--- src/rtl/seq_det_pkg.sv ---
// Shared types and helpers for the 0011 detector feed path.
package seq_det_pkg;

    typedef enum logic [0:0] {
        StIdle,
        StShift
    } ser_state_e;

    localparam int unsigned DefaultWordW = 8;

    // Bit-counter width for a word of n bits; never narrower than one bit.
    function automatic int unsigned cnt_width(input int unsigned n);
        return ($clog2(n) < 1) ? 1 : $clog2(n);
    endfunction

endpackage

--- src/rtl/seq_bit_serializer_if.sv ---
// Word-in / bit-out bundle between the upstream feeder and the serializer.
interface seq_bit_serializer_if
    import seq_det_pkg::*;
#(
    parameter int unsigned WORD_W = DefaultWordW
);
    logic [WORD_W-1:0] in_data;
    logic              in_valid;
    logic              in_ready;
    logic              hold;
    logic              w;
    logic              w_valid;
    logic              word_start;
    logic              busy;

    // Feeder side: supplies words and stall, observes the serial stream.
    modport master (
        output in_data, in_valid, hold,
        input  in_ready, w, w_valid, word_start, busy
    );

    // Serializer side.
    modport slave (
        input  in_data, in_valid, hold,
        output in_ready, w, w_valid, word_start, busy
    );
endinterface

--- src/rtl/seq_word_buffer.sv ---
// Single-entry word buffer with full flag; a read and a write on the same edge
// hand out the old word and keep the buffer full with the new one.
module seq_word_buffer #(
    parameter int unsigned WORD_W = 8
) (
    input  logic              clk_i,
    input  logic              rst_i,
    input  logic              wr_en_i,
    input  logic [WORD_W-1:0] wr_data_i,
    input  logic              rd_en_i,
    output logic              full_o,
    output logic [WORD_W-1:0] rd_data_o
);
    logic              full_q, full_d;
    logic [WORD_W-1:0] data_q, data_d;

    // Next-state: write wins over read so a simultaneous pair stays full.
    always_comb begin
        full_d = full_q;
        data_d = data_q;
        if (rd_en_i) begin
            full_d = 1'b0;
        end
        if (wr_en_i) begin
            full_d = 1'b1;
            data_d = wr_data_i;
        end
    end

    // Buffer state register.
    always_ff @(posedge clk_i or posedge rst_i) begin
        if (rst_i) begin
            full_q <= 1'b0;
            data_q <= '0;
        end else begin
            full_q <= full_d;
            data_q <= data_d;
        end
    end

    assign full_o    = full_q;
    assign rd_data_o = data_q;
endmodule

--- src/rtl/seq_bit_serializer.sv ---
// Parallel-to-serial feeder for the 0011 detector: one word in, one bit per clock out.
module seq_bit_serializer
    import seq_det_pkg::*;
#(
    parameter int unsigned WORD_W    = DefaultWordW,
    parameter bit          MSB_FIRST = 1'b1,
    parameter bit          IDLE_BIT  = 1'b0
) (
    input logic                clk_i,
    input logic                rst_i,
    seq_bit_serializer_if.slave bus
);
    localparam int unsigned      CntW    = cnt_width(WORD_W);
    localparam logic [CntW-1:0] LastCnt = CntW'(WORD_W - 1);

    ser_state_e        state_q, state_d;
    logic [WORD_W-1:0] sr_q, sr_d;
    logic [CntW-1:0]   cnt_q, cnt_d;
    logic              w_q, w_d;
    logic              w_valid_q, w_valid_d;
    logic              word_start_q, word_start_d;

    logic              pb_full;
    logic [WORD_W-1:0] pb_data;
    logic              pb_wr, pb_rd;
    logic              accept;
    logic              load;
    logic [WORD_W-1:0] load_word;

    function automatic logic first_bit(input logic [WORD_W-1:0] word);
        return MSB_FIRST ? word[WORD_W-1] : word[0];
    endfunction

    assign accept = bus.in_valid && !pb_full;

    seq_word_buffer #(
        .WORD_W (WORD_W)
    ) u_pb (
        .clk_i     (clk_i),
        .rst_i     (rst_i),
        .wr_en_i   (pb_wr),
        .wr_data_i (bus.in_data),
        .rd_en_i   (pb_rd),
        .full_o    (pb_full),
        .rd_data_o (pb_data)
    );

    // FSM next-state: choose between shifting, loading a new word, or going idle.
    always_comb begin
        state_d      = state_q;
        sr_d         = sr_q;
        cnt_d        = cnt_q;
        w_d          = w_q;
        w_valid_d    = w_valid_q;
        word_start_d = 1'b0;
        pb_wr        = 1'b0;
        pb_rd        = 1'b0;
        load         = 1'b0;
        load_word    = '0;

        unique case (state_q)
            StIdle: begin
                if (!bus.hold) begin
                    if (pb_full) begin
                        pb_rd     = 1'b1;
                        load      = 1'b1;
                        load_word = pb_data;
                    end else if (accept) begin
                        load      = 1'b1;
                        load_word = bus.in_data;
                    end
                end else begin
                    pb_wr = accept;
                end
            end
            StShift: begin
                if (bus.hold) begin
                    pb_wr = accept;
                end else if (cnt_q != LastCnt) begin
                    sr_d  = MSB_FIRST ? (sr_q << 1) : (sr_q >> 1);
                    cnt_d = cnt_q + 1'b1;
                    w_d   = first_bit(sr_d);
                    pb_wr = accept;
                end else if (pb_full) begin
                    pb_rd     = 1'b1;
                    pb_wr     = accept;
                    load      = 1'b1;
                    load_word = pb_data;
                end else if (accept) begin
                    load      = 1'b1;
                    load_word = bus.in_data;
                end else begin
                    state_d   = StIdle;
                    w_d       = IDLE_BIT;
                    w_valid_d = 1'b0;
                end
            end
            default: state_d = StIdle;
        endcase

        // A load emits the first bit of the new word on the same edge.
        if (load) begin
            sr_d         = load_word;
            cnt_d        = '0;
            w_d          = first_bit(load_word);
            w_valid_d    = 1'b1;
            word_start_d = 1'b1;
            state_d      = StShift;
        end
    end

    // State, shift register and registered serial outputs.
    always_ff @(posedge clk_i or posedge rst_i) begin
        if (rst_i) begin
            state_q      <= StIdle;
            sr_q         <= '0;
            cnt_q        <= '0;
            w_q          <= IDLE_BIT;
            w_valid_q    <= 1'b0;
            word_start_q <= 1'b0;
        end else begin
            state_q      <= state_d;
            sr_q         <= sr_d;
            cnt_q        <= cnt_d;
            w_q          <= w_d;
            w_valid_q    <= w_valid_d;
            word_start_q <= word_start_d;
        end
    end

    assign bus.w          = w_q;
    assign bus.w_valid    = w_valid_q;
    assign bus.word_start = word_start_q;
    assign bus.in_ready   = !pb_full;
    assign bus.busy       = (state_q == StShift) || pb_full;
endmodule

--- src/flat_wrapper.sv ---
// flat-port wrapper written by rule: the top's interface ports become plain ports
module seq_bit_serializer_flat import seq_det_pkg::*;
#(
    parameter int unsigned WORD_W    = DefaultWordW,
    parameter bit          MSB_FIRST = 1'b1,
    parameter bit          IDLE_BIT  = 1'b0
)
  (clk_i, rst_i, bus_in_data, bus_in_valid, bus_hold, bus_in_ready, bus_w, bus_w_valid, bus_word_start, bus_busy);
  seq_bit_serializer_if #(.WORD_W(WORD_W)) bus_i ();
  input logic clk_i;
  input logic rst_i;
  input wire logic [$bits(bus_i.in_data)-1:0] bus_in_data;
  input wire logic [$bits(bus_i.in_valid)-1:0] bus_in_valid;
  input wire logic [$bits(bus_i.hold)-1:0] bus_hold;
  output wire logic [$bits(bus_i.in_ready)-1:0] bus_in_ready;
  output wire logic [$bits(bus_i.w)-1:0] bus_w;
  output wire logic [$bits(bus_i.w_valid)-1:0] bus_w_valid;
  output wire logic [$bits(bus_i.word_start)-1:0] bus_word_start;
  output wire logic [$bits(bus_i.busy)-1:0] bus_busy;
  assign bus_i.in_data = bus_in_data;
  assign bus_i.in_valid = bus_in_valid;
  assign bus_i.hold = bus_hold;
  assign bus_in_ready = bus_i.in_ready;
  assign bus_w = bus_i.w;
  assign bus_w_valid = bus_i.w_valid;
  assign bus_word_start = bus_i.word_start;
  assign bus_busy = bus_i.busy;
  seq_bit_serializer #(.WORD_W(WORD_W), .MSB_FIRST(MSB_FIRST), .IDLE_BIT(IDLE_BIT)) u_core (.clk_i(clk_i), .rst_i(rst_i), .bus(bus_i));
endmodule
--- config.mk ---
export PLATFORM = sky130hd
export DESIGN_NAME = seq_bit_serializer_flat
export DESIGN_NICKNAME = d
export VERILOG_FILES = /design/src/rtl/seq_det_pkg.sv /design/src/rtl/seq_bit_serializer_if.sv /design/src/rtl/seq_word_buffer.sv /design/src/rtl/seq_bit_serializer.sv /design/src/flat_wrapper.sv
export SDC_FILE = /design/constraint.sdc
export NUM_CORES = 1
export LEC_CHECK = 0
export ABC_AREA = 0
export ABC_CLOCK_PERIOD_IN_PS = 2100
export CORE_ASPECT_RATIO = 1.1
export CORE_UTILIZATION = 52
export DETAILED_ROUTE_END_ITERATION = 10
export PLACE_DENSITY = 0.76
export SLEW_MARGIN = 40
export SYNTH_ARGS = -nofsm -noshare
export SYNTH_HDL_FRONTEND = slang
export SYNTH_SLANG_ARGS = --single-unit
--- constraint.sdc ---
create_clock -name clk_i -period 2.1 [get_ports clk_i]
set_input_delay 0.525 -clock clk_i [delete_from_list [all_inputs] [get_ports clk_i]]
set_output_delay 0.525 -clock clk_i [all_outputs]
set_load 0.01 [all_outputs]
Word-level counts from Yosys, hierarchy flattened
Index checks and enable logic that the tools add are counted.
{"block": "word_totals", "regBits": 23, "latchBits": 0, "mem_bits_rw": 0, "rom_bits": 0, "inputBits": 12, "output_inout_bits": 5, "wordCells": 73, "n_memories": 0}
{"block": "op_classes", "n_addsub": 1, "n_mul": 0, "div_mod_pow": 0, "magnitude_cmp": 0, "eq_ne": 7, "shifts": 0, "n_mux": 47, "bitwise_logic": 1, "reduce_logical": 9}
{"operator": "$mux 8", "count": 5}
{"operator": "$mux 1", "count": 30}
{"operator": "$mux 7", "count": 4}
{"operator": "$pmux 8 s2", "count": 1}
{"operator": "$mux 3", "count": 4}
{"operator": "$ne 2x1->1 const B", "count": 3}
{"operator": "$ne 3x3->1 const B", "count": 2}
{"operator": "$pmux 1 s2", "count": 3}
{"operator": "$reduce_bool 2->1", "count": 3}
{"operator": "$reduce_and 5->1", "count": 1}
{"operator": "$reduce_and 4->1", "count": 1}
{"operator": "$add 3x1->3 const B", "count": 1}
{"operator": "$ne 3x1->1 const B", "count": 1}
{"operator": "$reduce_and 3->1", "count": 1}
{"operator": "$ne 2x2->1 const B", "count": 1}
{"operator": "$logic_and 1x1->1", "count": 1}
{"operator": "$logic_not 1->1", "count": 1}
{"operator": "$logic_or 1x1->1", "count": 1}
{"operator": "$not 1->1", "count": 1}

Logic depth before layout (Yosys ltp)
{"block": "logic_depth", "word_depth": 9, "mapped_depth": 7, "mapped_depth_nobuf": 5}

Cells and area by module
Synthesis repeated with hierarchy kept, for this count alone.
{"block": "unflattened", "hier_cells": 94, "area_unflattened_um2": 1151.1}
{"module": "seq_bit_serializer", "instances": 1, "cells_per_inst": 73, "area_each_um2": 778.2, "seq_area_each_um2": 350.3}
{"module": "seq_word_buffer", "instances": 1, "cells_per_inst": 21, "area_each_um2": 372.9, "seq_area_each_um2": 225.2}

Worst setup path after synthesis
Ideal clock, no wire load.
{"block": "synth_path", "path_type": "register to register", "start": "reg u_core.cnt_q[0]", "end": "reg u_core.cnt_q[0]", "t_arrival_ns": 1.592, "required_ns": 1.975, "setup_slack_ns": 0.383, "stages_incl_launch_ff": 8, "n_path_buf": 2, "synth_period_minus_slack_ns": 1.717, "path_cell_list": "dfrtp_1 ha_1 ha_1 nand2b_1 buf_2 a21o_1 buf_6 mux2_2"}
{"block": "synth_via", "elab_chain_len": 6, "word_cells_on_any_way": 13}
{"element": "start: declaration", "line": "seq_bit_serializer.sv:18", "rtl": "logic [CntW-1:0] cnt_q, cnt_d;"}
{"element": "start signal: assignment", "line": "seq_bit_serializer.sv:124", "rtl": "cnt_q <= cnt_d;"}
{"element": "$ne 3x3->1", "line": "seq_bit_serializer.sv:79", "rtl": "end else if (cnt_q != LastCnt) begin"}
{"element": "$mux 1", "line": "seq_bit_serializer.sv:79"}
{"element": "$mux 1", "line": "seq_bit_serializer.sv:77", "rtl": "if (bus.hold) begin"}
{"element": "$pmux 1 s2", "line": "seq_bit_serializer.sv:61", "rtl": "unique case (state_q)"}
{"element": "$ne 2x1->1 (no source line) / $reduce_bool 2->1 (equally long branches)"}
{"element": "$reduce_and 3->1 (no source line)"}
Parallel ways exist; a longest one is shown, timed or not. The select of a mux whose other input is x is not followed.
A chain may end at the register's enable or synchronous reset.

Final worst setup path
{"block": "layout_path", "start": "reg u_core.state_q", "end": "out bus_busy"}
{"block": "layout_via", "elab_chain_len": 1}
{"element": "start: declaration", "line": "seq_bit_serializer.sv:16", "rtl": "ser_state_e state_q, state_d;"}
{"element": "start signal: assignment", "line": "seq_bit_serializer.sv:115", "rtl": "state_q <= StIdle;"}
{"element": "start signal: assignment", "line": "seq_bit_serializer.sv:122", "rtl": "state_q <= state_d;"}
{"element": "$logic_or 1x1->1", "line": "seq_bit_serializer.sv:135", "rtl": "assign bus.busy = (state_q == StShift) || pb_full;"}
{"element": "end: declaration", "line": "flat_wrapper.sv:19", "rtl": "output wire logic [$bits(bus_i.busy)-1:0] bus_busy;"}
No other way between the ends.

==> results.json <==
{
  "status": "completed",
  "setup_viol_count_final": 0,
  "rr_endpoint": "u_core.u_pb.rd_data_o[6]$_DFFE_PP0P_",
  "drc_errors": 0,
  "cap_violations": 0,
  "yosys_register_bits": 23,
  "worstReg2RegStart": "u_core.cnt_q[0]$_DFFE_PP0P_",
  "skew_ns": 0.00814,
  "synth_area_leader_cell": "dfrtp_1",
  "yosysTopAreaCellShare_pct": 51.9,
  "relSlewSlack_pct": 78.4,
  "reg2reg_slack_ns": 0.37,
  "vias": 804,
  "fin_area_sq_um": 1360,
  "h-tree-depth": 1,
  "start_kind": "flip-flop",
  "dieArea_sq_um": 2320,
  "post_drt_wl_per_cell_microns": 15.1,
  "cts_root_buf": "clkbuf_4",
  "cts.sinks": 23,
  "placedCellCount": 140,
  "crit_type": "flip-flop to output pin",
  "post_cts_buffers": 0,
  "p_leak_uw": 0.000599,
  "area_growth_pct": 22.3,
  "fp-row-count": 17,
  "clockBufferDepth": 2,
  "netlist_area_sq_um": 1110,
  "worstHoldPathType": "flip-flop to flip-flop",
  "antenna_found_initial": 0,
  "combPwrFrac_pct": 37.1,
  "place_hpwl_microns": 1630,
  "cts_resized": 0,
  "most-common-layout-cells": "23 x dfrtp_1, 16 x clkdlybuf4s50_1, 9 x mux2_2, 9 x buf_4",
  "worst_pin_slew_ns": 0.322,
  "gr-total-overflow": 0,
  "synthArstFlopShare_pct": 100,
  "reg2reg_depth": 6,
  "final_common_cell": "dfrtp_1",
  "hp-start": "u_core.sr_q[4]$_DFFE_PP0P_",
  "yosys_warnings": 0,
  "path_max_fanout": 6,
  "cp-end-kind": "output pin",
  "ios": 17,
  "min_period_ns": 2.04,
  "p_switching_uw": 450,
  "period_share_pct": 97.0,
  "clkPwrFrac_pct": 13.6,
  "cts_tree": "yes",
  "synth_edf_count": 0,
  "rsz0062_at_grt": "false",
  "synth-seq-area-share_pct": 51.9,
  "die_x_microns": 46.1,
  "syn_nets": 108,
  "synth_top_flop_cell": "dfrtp_1",
  "antenna_cells": 0,
  "startpoint": "u_core.state_q$_DFF_PP0_",
  "seq_power_share_pct": 49.3,
  "syn-instance-count": 94,
  "gp_congestion": 0.743,
  "finalNonFillerCells": 144,
  "post_route_cells_drive_above_1_share_pct": 20.7,
  "drt_iter0_drc": 10,
  "ctsHoldBuffers": 0,
  "placed_cell_area_sq_um": 1330,
  "p_sw_share_pct": 31.0,
  "fin_setup_tns_ns": 0,
  "crit_arrival_ns": 1.51,
  "clk_latency_ns": 0.30,
  "final-hold-violation-count": 0,
  "die_h_microns": 50.5,
  "drt_wl_total_microns": 2180,
  "port_buffers": 16,
  "synth_area_leaders": "dfrtp_1 52%, mux2_2 9.1%, a311oi_1 3.9%",
  "hold-worst-slack_ns": 0.503,
  "p_per_area_nw_per_um2": 1070,
  "crit_end": "bus_busy",
  "grt_max_degree": 24,
  "grt_pass1_wl_microns": 3740,
  "via_per_inst": 5.58,
  "finalPower_uw": 1450,
  "clk_pin_slew_ns": 0.12,
  "final_antenna_net_count": 0,
  "grt_usage_pct": 22.3,
  "avgSynthCellArea_sq_um": 11.8,
  "numCtsBuffers": 3,
  "drv_slew": 0,
  "nets": 131,
  "cp.required_ns": 1.57,
  "ir_drop_uv": 640,
  "fmaxAchievable_mhz": 491,
  "grt_pass1_vias": 839,
  "power.internal_uw": 1000,
  "start_util_pct": 55.5,
  "synth_cell_types": 31,
  "first_pass_iters": 4,
  "coreArea_sq_um": 2000
}
==> power groups by stage <==
stage,logic [uW],registers (uW),clock network (uW)
detailed placement,541,725,0
global placement,524,714,0
finish,539,716,198
CTS,546,715,205
floorplan,362,705,0
global route,604,734,221
==> cells by family after synthesis <==
kind of cell	after synthesis	share of synthesized area, %
AOI/OAI and AO/OA	30	22.1
DFF	23	51.9
and+or+nand+nor	19	9.58
buffers and inverters	11	5.07
muxes	9	9.13
adders and majority gates	2	2.25
==> routing by layer <==
metal | GRT usage, % | share of wire (%) | vias up
li1 | - | - | 392
met4 | 8.82 | 1.1 | 0
met3 | 3.60 | 3.2 | 4
met2 | 33.8 | 46 | 11
met1 | 31.3 | 49 | 397
met5 | 0 | 0 | -
==> cell usage after synthesis (2+ instances only) <==
cell and count:
nor2_1 5, ha_1 2, clkbuf_1 2, o21bai_1 5, inv_1 4, nor3_1 2
and2_1 5, dfrtp_1 23, a311oi_1 5, o21ai_0 3, buf_2 3, a22o_1 4
o2bb2ai_1 5, mux2_2 9
==> per-stage QoR <==
step	setup slack, ns	utilization (%)
detailed placement	0.200	66.6
global placement	0.224	66.6
global route	0.00362	67.9
finish	0.0627	67.9
CTS	0.0494	67.9
floorplan	0.383	-
==> worst min path at each step <==
stage / cells past startpoint / to
after floorplan: 1 / u_core.sr_q[5]$_DFFE_PP0P_
after global placement: 1 / u_core.sr_q[1]$_DFFE_PP0P_
after detailed placement: 1 / u_core.sr_q[3]$_DFFE_PP0P_
after CTS: 1 / u_core.sr_q[4]$_DFFE_PP0P_
after global routing: 1 / u_core.sr_q[2]$_DFFE_PP0P_
final: 1 / u_core.sr_q[4]$_DFFE_PP0P_
==> critical path, cell delays in order (launching register included) <==
cell	delay (ns)
dfrtp_1	0.45
or2_2	0.29
clkdlybuf4s50_1	0.47
==> sequential cells by signal, indices dropped and copies added, names as in the netlist <==
signal,cells
u_core.bus.w,1
u_core.bus.w_valid,1
u_core.bus.word_start,1
u_core.cnt_q,3
u_core.sr_q,7
u_core.state_q,1
u_core.u_pb.full_o,1
u_core.u_pb.rd_data_o,8
==> cell type report <==
cell class                      count  area [sq um]
Inverter                            4          15.0
Clock buffer                        4          26.3
Timing Repair Buffer               25           228
Tap cell                           28          35.0
Sequential cell                    23           576
Multi-Input combinational cell     60           478
Fill cell                         171           642
Note: power is estimated with default switching activity, not from simulation.
